File: config.mk
export PLATFORM = sky130hd
export DESIGN_NAME = regfile_wb_arbiter
export DESIGN_NICKNAME = d
export VERILOG_FILES = /design/src/rtl/regfile_wb_arbiter_pkg.sv /design/src/rtl/regfile_wb_arbiter_wb_fifo.sv /design/src/rtl/regfile_wb_arbiter.sv
export SDC_FILE = /design/constraint.sdc
export NUM_CORES = 1
export LEC_CHECK = 0
export CORE_MARGIN = 5
export CORE_UTILIZATION = 30
export CTS_BUF_LIST = sky130_fd_sc_hd__clkbuf_2 sky130_fd_sc_hd__clkbuf_4 sky130_fd_sc_hd__clkbuf_8
export DETAILED_ROUTE_END_ITERATION = 16
export DONT_BUFFER_PORTS = 1
export SYNTH_ARGS = -nofsm -noshare
export SYNTH_HDL_FRONTEND = slang
export SYNTH_HIERARCHICAL = 1
export SYNTH_SLANG_ARGS = --single-unit
File: constraint.sdc
create_clock -name clock -period 3.03 [get_ports clock]
set_clock_uncertainty 0.1 [all_clocks]
set_input_delay 0.4545 -clock clock [delete_from_list [all_inputs] [get_ports clock]]
set_output_delay 0.4545 -clock clock [all_outputs]
set_load 0.005 [all_outputs]
File: src/rtl/regfile_wb_arbiter_pkg.sv
// Shared types for the register-file writeback arbiter and its multdiv holding FIFO.
package regfile_wb_arbiter_pkg;

    localparam int REG_ADDR_W = 5;
    localparam int DATA_W     = 32;

    typedef struct packed {
        logic                  valid;
        logic [REG_ADDR_W-1:0] addr;
        logic [DATA_W-1:0]     data;
    } wb_req_t;

    typedef enum logic [1:0] {
        GNT_IDLE = 2'd0,
        GNT_A    = 2'd1,
        GNT_B    = 2'd2
    } gnt_e;

endpackage

File: src/rtl/regfile_wb_arbiter_wb_fifo.sv
// Small synchronous FIFO with async active-low reset; head is visible without a read cycle.
module wb_fifo #(
    parameter int DEPTH = 2,
    parameter int W     = 38
) (
    input  logic         clk_i,
    input  logic         rst_ni,
    input  logic         push_i,
    input  logic         pop_i,
    input  logic [W-1:0] data_i,
    output logic         full_o,
    output logic         empty_o,
    output logic [W-1:0] head_o
);
    localparam int AW = $clog2(DEPTH);

    logic [W-1:0]  mem_q [DEPTH];
    logic [AW-1:0] wr_ptr_q, rd_ptr_q;
    logic [AW:0]   count_q;
    logic          do_push, do_pop;

    assign full_o  = (count_q == (AW+1)'(DEPTH));
    assign empty_o = (count_q == '0);
    assign head_o  = mem_q[rd_ptr_q];
    assign do_push = push_i && !full_o;
    assign do_pop  = pop_i && !empty_o;

    always_ff @(posedge clk_i or negedge rst_ni) begin
        if (!rst_ni) begin
            wr_ptr_q <= '0;
            rd_ptr_q <= '0;
            count_q  <= '0;
        end else begin
            if (do_push) wr_ptr_q <= wr_ptr_q + 1'b1;
            if (do_pop)  rd_ptr_q <= rd_ptr_q + 1'b1;
            case ({do_push, do_pop})
                2'b10:   count_q <= count_q + 1'b1;
                2'b01:   count_q <= count_q - 1'b1;
                default: count_q <= count_q;
            endcase
        end
    end

    // Storage is never reset: the count alone decides what is valid.
    always_ff @(posedge clk_i) begin
        if (do_push) mem_q[wr_ptr_q] <= data_i;
    end

endmodule

File: src/rtl/regfile_wb_arbiter.sv
// Shares the register-file write port between pipeline writeback (A) and multdiv results (B),
// buffering B in a FIFO and tracking destinations with multdiv results still outstanding.
module regfile_wb_arbiter
    import regfile_wb_arbiter_pkg::*;
#(
    parameter int FIFO_DEPTH = 2,
    parameter int NREG       = 32
) (
    input  logic                  clock,
    input  logic                  ctrl_reset_n,
    input  logic                  a_valid,
    input  logic [REG_ADDR_W-1:0] a_reg,
    input  logic [DATA_W-1:0]     a_data,
    output logic                  a_ready,
    input  logic                  b_valid,
    input  logic [REG_ADDR_W-1:0] b_reg,
    input  logic [DATA_W-1:0]     b_data,
    output logic                  b_ready,
    input  logic                  issue_valid,
    input  logic [REG_ADDR_W-1:0] issue_reg,
    output logic [NREG-1:0]       busy,
    output logic                  ctrl_writeEnable,
    output logic [REG_ADDR_W-1:0] ctrl_writeReg,
    output logic [DATA_W-1:0]     data_writeReg
);
    wb_req_t               push_req, head;
    logic                  fifo_full, fifo_empty, push, pop;
    gnt_e                  gnt;
    logic [NREG-1:0]       set_mask, clr_mask, busy_q, busy_d;
    logic                  we_q, we_d;
    logic [REG_ADDR_W-1:0] wreg_q, wreg_d;
    logic [DATA_W-1:0]     wdata_q, wdata_d;

    assign b_ready  = !fifo_full;
    assign a_ready  = !fifo_full;
    assign push     = b_valid && b_ready;
    assign push_req = '{valid: 1'b1, addr: b_reg, data: b_data};
    assign pop      = (gnt == GNT_B);

    wb_fifo #(.DEPTH(FIFO_DEPTH), .W($bits(wb_req_t))) u_fifo (
        .clk_i   (clock),
        .rst_ni  (ctrl_reset_n),
        .push_i  (push),
        .pop_i   (pop),
        .data_i  (push_req),
        .full_o  (fifo_full),
        .empty_o (fifo_empty),
        .head_o  (head)
    );

    // A full FIFO must drain first or the multdiv unit would stall indefinitely.
    always_comb begin
        gnt = GNT_IDLE;
        if (fifo_full)        gnt = GNT_B;
        else if (a_valid)     gnt = GNT_A;
        else if (!fifo_empty) gnt = GNT_B;
    end

    always_comb begin
        we_d    = 1'b0;
        wreg_d  = wreg_q;
        wdata_d = wdata_q;
        if (gnt == GNT_A && a_reg != '0) begin
            we_d    = 1'b1;
            wreg_d  = a_reg;
            wdata_d = a_data;
        end else if (gnt == GNT_B && head.valid && head.addr != '0) begin
            we_d    = 1'b1;
            wreg_d  = head.addr;
            wdata_d = head.data;
        end
    end

    // Set after clear so a re-issue in the drain cycle keeps the register busy.
    always_comb begin
        set_mask  = issue_valid ? (NREG'(1) << issue_reg) : '0;
        clr_mask  = pop ? (NREG'(1) << head.addr) : '0;
        busy_d    = (busy_q & ~clr_mask) | set_mask;
        busy_d[0] = 1'b0;
    end

    always_ff @(posedge clock or negedge ctrl_reset_n) begin
        if (!ctrl_reset_n) begin
            we_q    <= 1'b0;
            wreg_q  <= '0;
            wdata_q <= '0;
            busy_q  <= '0;
        end else begin
            we_q    <= we_d;
            wreg_q  <= wreg_d;
            wdata_q <= wdata_d;
            busy_q  <= busy_d;
        end
    end

    assign busy             = busy_q;
    assign ctrl_writeEnable = we_q;
    assign ctrl_writeReg    = wreg_q;
    assign data_writeReg    = wdata_q;

endmodule

# Word level (Yosys, flattened, before mapping)
# Memory sizes are Yosys's and may differ from the RTL's.
# Index checks and enable logic that the tools add are counted.
# word_totals
regBits	73
ram_bits	74
input_bits	84
word_cells	49
n_memories	1
# op_classes
add_sub_neg	4
eq_ne	5
shift	2
muxes	14
bitwise	3
reduce_logical	13
# mem_list
name	words	word_bits	read_ports	rd_ports_with_merged_regs	wr	line	text
u_fifo.mem_q	2	37	1	0	1	regfile_wb_arbiter_wb_fifo.sv:17	logic [W-1:0] mem_q [DEPTH];
# ops
cell	n
two-way mux 32 bit	4
<< shifter 1 x 5 -> 32 bit (first input constant)	2
bitwise AND 32 bit	1
inverter 32 bit	1
OR 32 bit	1
two-way mux 5 bit	2
nonzero test 5 bit	2
equality test 2 bit (second input constant)	3
two-way mux 2 bit	3
logical AND 1 bit	5
equality test 2 x 1 -> 1 bit (second input constant)	2
two-way mux 1 bit	4
case mux 2 bit (2 select lines)	1
nonzero test 2 bit	2
adder 1 bit (second input constant)	2
adder 2 x 1 -> 2 bit (second input constant)	1
logical NOT 1 bit	2
logical NOT 2 bit	1
subtractor 2 x 1 -> 2 bit (second input constant)	1
logical AND 1 bit (second input constant)	1

# Longest topological paths before layout
# depth
ltp_word	9
depth_mapped	9
mapped_depth_nobuf	8

# Hierarchy
# Netlist, hierarchy kept.
# by_module_without_submodules
module	n_inst	cells_each	area_per_inst_um2	seq_area_each_um2
regfile_wb_arbiter	1	308	3099.2	1726.7
wb_fifo	1	136	2982.9	2382.3

# Worst setup path after synthesis
# OpenSTA, ideal clock, no wires.
# synth_timing
kind	reg2reg
startpoint	register u_fifo.count_q[0]
endpoint	memory u_fifo/mem_q[0][0] (netlist name), enable pin
setup_ns	0.433
t_arrival_ns	2.432
required_time_ns	2.497
slack_ns	0.065
path_stages_with_launch	6
n_path_buf	0
synth_period_minus_slack_ns	2.965
cell_sequence	dfrtp_1 -> nand2b_1 -> inv_1 -> nor2b_1 -> nand2_1 -> nor2_1
# synth_via
elab_chain_len	6
# synth_lines
element	line	text
from (decl)	regfile_wb_arbiter_wb_fifo.sv:19	logic [AW:0] count_q;
from (signal assigned)	regfile_wb_arbiter_wb_fifo.sv:37	2'b10: count_q <= count_q + 1'b1;
from (signal assigned)	regfile_wb_arbiter_wb_fifo.sv:38	2'b01: count_q <= count_q - 1'b1;
from (signal assigned)	regfile_wb_arbiter_wb_fifo.sv:39	default: count_q <= count_q;
equality test 2 bit	regfile_wb_arbiter_wb_fifo.sv:22	assign full_o = (count_q == (AW+1)'(DEPTH));
via fifo_full	regfile_wb_arbiter.sv:27	logic fifo_full, fifo_empty, push, pop;
logical NOT 1 bit	regfile_wb_arbiter.sv:34	assign b_ready = !fifo_full;
logical AND 1 bit	regfile_wb_arbiter.sv:36	assign push = b_valid && b_ready;
via push	regfile_wb_arbiter.sv:27	
logical AND 1 bit	regfile_wb_arbiter_wb_fifo.sv:25	assign do_push = push_i && !full_o;
two-way mux 1 bit	regfile_wb_arbiter_wb_fifo.sv:46	if (do_push) mem_q[wr_ptr_q] <= data_i;
two-way mux 1 bit (implied by the code)	regfile_wb_arbiter_wb_fifo.sv:46	
to (decl)	regfile_wb_arbiter_wb_fifo.sv:17	
# The timed path passes the listed nets, and every way through them passes these cells.

==> results.sh <==
export IMPL_result_of_the_run="finished, final reports clean"
export IMPL_share_comb_of_total_power=0.300
export IMPL_fp_dieArea_mm2=0.0232
export IMPL_power_per_cell_area_mw_per_mm2=1010
export IMPL_slew_headroom=0.473
export IMPL_r2r_start="u_fifo/rd_ptr_q"
export IMPL_yosys_warnings=6
export IMPL_postSynth_topFlopCell="sky130_fd_sc_hd__edfxtp_1"
export IMPL_fin_crit_ps=2500
export IMPL_power_clock_fraction=0.235
export IMPL_pre_cts_slack_ps=450
export IMPL_cp_required_ps=3290
export IMPL_worst_setup_start_kind="register"
export IMPL_timing_critical_path_arrival_ps=2760
export IMPL_clock_network_latency_to_the_later_pin_of_the_worst_skew_pair_ps=440
export IMPL_worstReg2RegEnd="data_writeReg[7]"
export IMPL_finalSetupViolations=0
export IMPL_drtAntennaViolNets=0
export IMPL_vias_in_the_first_global_route=4201
export IMPL_drc=0
export IMPL_post_route_worst_setup_slack_ps=528
export IMPL_synth_register_bits=149
export IMPL_final_fill_count=1905
export IMPL_count_of_non_filler_cells_in_the_finished_layout=776
export IMPL_htreeDepth=4
export IMPL_finalMaxSlewViolations=0
export IMPL_cpLargestDelayFamily="compound AO/OA/AOI/OAI gates"
export IMPL_fp_dieW_um=152
export IMPL_synthesis_area_per_instance_um2=13.7
export IMPL_final_layout_size_suffix_gt1_frac=0.226
export IMPL_clkTransAtPathRegs_ps=90
export IMPL_drt_first_pass_iters=4
export IMPL_layout_cells_most_common="sky130_fd_sc_hd__edfxtp_1"
export IMPL_gr_total_overflow=0
export IMPL_tritoncts_clock_tree="built"
export IMPL_post_synthesis_sequential_area_ratio=0.676
export IMPL_detail_route_vias_per_cell=4.88
export IMPL_nets=577
export IMPL_gp_congestion=0.827
export IMPL_criticalPathCategory="register to register"
export IMPL_total_global_route_track_usage=0.132
export IMPL_fp_row_count=52
export IMPL_hpwlAfterDp_um=10800
export IMPL_cts_resized=0
export IMPL_dr_total_vias=3783
export IMPL_reg2reg_depth=6
export IMPL_grt_first_pass_wirelength_um=23800
export IMPL_power_frac_seq=0.465
export IMPL_endpoint_of_the_most_critical_setup_path="data_writeReg[7]"
export IMPL_worstSetupStartpoint="u_fifo/rd_ptr_q"
export IMPL_dr_first_iter_drc_count=210
export IMPL_worstPathCellList="mux2_2 > or2_1 > o311ai_4 > buf_4 > o22ai_1 > a21oi_1"
export IMPL_holdCritPathClass="primary input to register"
export IMPL_switching_power_as_a_share_of_total_power=0.352
export IMPL_final_min_period_over_clock_period=0.826
export IMPL_grt_start_max_net_pins=74
export IMPL_synth_enable_flop_cells=76
export IMPL_grt_setup_unrepaired="no"
export IMPL_die_height_um=152
export IMPL_area_growth_syn_to_layout_pct=19.1
export IMPL_grt_antenna_before_repair=1
export IMPL_total_power_mw=7.35
export IMPL_clock_root_buffer="sky130_fd_sc_hd__clkbuf_8"
export IMPL_crit_path_max_fanout=37
export IMPL_clock_path_buffers=2
export IMPL_syn_area_mm2=0.00608
export IMPL_ys_async_sr_fraction=0.490
export IMPL_worst_path_largest_cell_delay_ps=460
export IMPL_drv_max_cap_violation_count=0
export IMPL_cts_buffers_inserted=17
export IMPL_power_leakage_nw=2.75
export IMPL_timing_final_hold_violations=0
export IMPL_timing_fmax_mhz=400
export IMPL_boundaryPins=156
export IMPL_critPathCaptureType="register"
export IMPL_worstMarginPinSlew_ps=788
export IMPL_critical_path_cell_count=6
export IMPL_placed_cells=703
export IMPL_synthDistinctLibCells=37
export IMPL_regToRegSetupSlack_ps=530
export IMPL_power_switching_mw=2.58
export IMPL_drt_wl_total_um=15300
export IMPL_place_port_buffers=0
export IMPL_drt_wirelength_per_cell_um=19.7
export IMPL_initial_util=0.303
export IMPL_syn_inst=444
export IMPL_sum_of_negative_setup_slack_ps=0
export IMPL_crit_slowest_cell="sky130_fd_sc_hd__dfrtp_2"
export IMPL_most_common_layout_cells="76 x sky130_fd_sc_hd__edfxtp_1, 72 x sky130_fd_sc_hd__dfrtp_1, 63 x sky130_fd_sc_hd__o21ai_0"
export IMPL_power_ir_vdd_worst_v=0.000359
export IMPL_clock_sink_count=149
export IMPL_cellInternalPower_mw=4.76
export IMPL_core_region_area_mm2=0.0201
export IMPL_critical_path_n_buffers_inverters=1
-- state kept, by name, indices dropped and copies added, names as in the netlist --
name and flops:
u_fifo/wr_ptr_q 1, ctrl_writeEnable 1, u_fifo/rd_ptr_q 1, data_writeReg 32, u_fifo/mem_q 76, busy 31, ctrl_writeReg 5, u_fifo/count_q 2
-- through the flow --
step	utilization	hold WS, ps	cell area [µm²]
after floorplan	-	58.9	6090
after global placement	0.317	60.8	6370
after detailed placement	0.317	61.0	6370
after CTS	0.360	56.5	7240
after global routing	0.360	62.4	7240
final	0.360	101	7240
-- layout make-up --
class	count	area [µm²]	share of cell area
clock inverters	13	195	0.0269
well taps	270	338	0.0466
clock buffers	19	255	0.0352
inverters	38	143	0.0197
repair buffers	49	498	0.0688
flip-flops and latches	149	4110	0.567
diodes	1	2.50	0.000345
multi-input cells	237	1700	0.235
-- worst min path at each step --
stage,from,end,slack (ps),cells after the start
global route,a_data[5],data_writeReg[5],60,2
floorplan,ctrl_reset_n,busy[10],60,0
detailed placement,ctrl_reset_n,data_writeReg[17],60,0
global placement,ctrl_reset_n,data_writeReg[17],60,0
CTS,a_data[23],data_writeReg[23],60,2
finish,a_data[0],data_writeReg[0],100,2
-- Yosys cell counts, types with 7 or more instances --
library cell	count	area, µm²
sky130_fd_sc_hd__dfrtp_1	73	1830
sky130_fd_sc_hd__nand3_1	7	35.0
sky130_fd_sc_hd__o22ai_1	35	219
sky130_fd_sc_hd__nand2b_1	12	75.1
sky130_fd_sc_hd__o21ai_0	63	315
sky130_fd_sc_hd__mux2_2	28	315
sky130_fd_sc_hd__a21oi_2	19	166
sky130_fd_sc_hd__inv_1	37	139
sky130_fd_sc_hd__mux2_4	10	150
sky130_fd_sc_hd__buf_4	7	52.6
sky130_fd_sc_hd__nand2_1	7	26.3
sky130_fd_sc_hd__a21oi_1	16	80.1
sky130_fd_sc_hd__edfxtp_1	76	2280
-- cells by family after synthesis --
| kind of cell | count (synthesis) | share of synthesized area |
|---|---|---|
| fa+ha+maj | 1 | 0.00206 |
| other cells | 2 | 0.00123 |
| xor+xnor | 5 | 0.00720 |
| compound gates | 138 | 0.136 |
| simple gates | 52 | 0.0512 |
| buf+inv | 59 | 0.0498 |
| flops | 149 | 0.676 |
| mux | 38 | 0.0765 |
-- layer usage --
| metal | vias up | track usage | part of all wire |
|---|---|---|---|
| met5 | - | 0 | 0 |
| met4 | 0 | 0.0467 | 0.020 |
| met3 | 31 | 0.0594 | 0.083 |
| met2 | 157 | 0.224 | 0.51 |
| met1 | 1882 | 0.146 | 0.39 |
| li1 | 1713 | - | - |
-- power groups by stage --
stage / combinational, mW / clock, mW / sequential (mW)
after floorplan: 1.74 / 0 / 3.27
after global placement: 2.06 / 0 / 3.45
after detailed placement: 2.14 / 0 / 3.48
after CTS: 2.23 / 1.78 / 3.44
after global routing: 2.45 / 1.86 / 3.50
final: 2.20 / 1.73 / 3.41
-- repair_timing --
action,4_1_cts,5_1_grt
hold endpoints to repair,148,0
hold buffers,40,0
setup buffers,0,0
(Power assumes the default switching activity.)
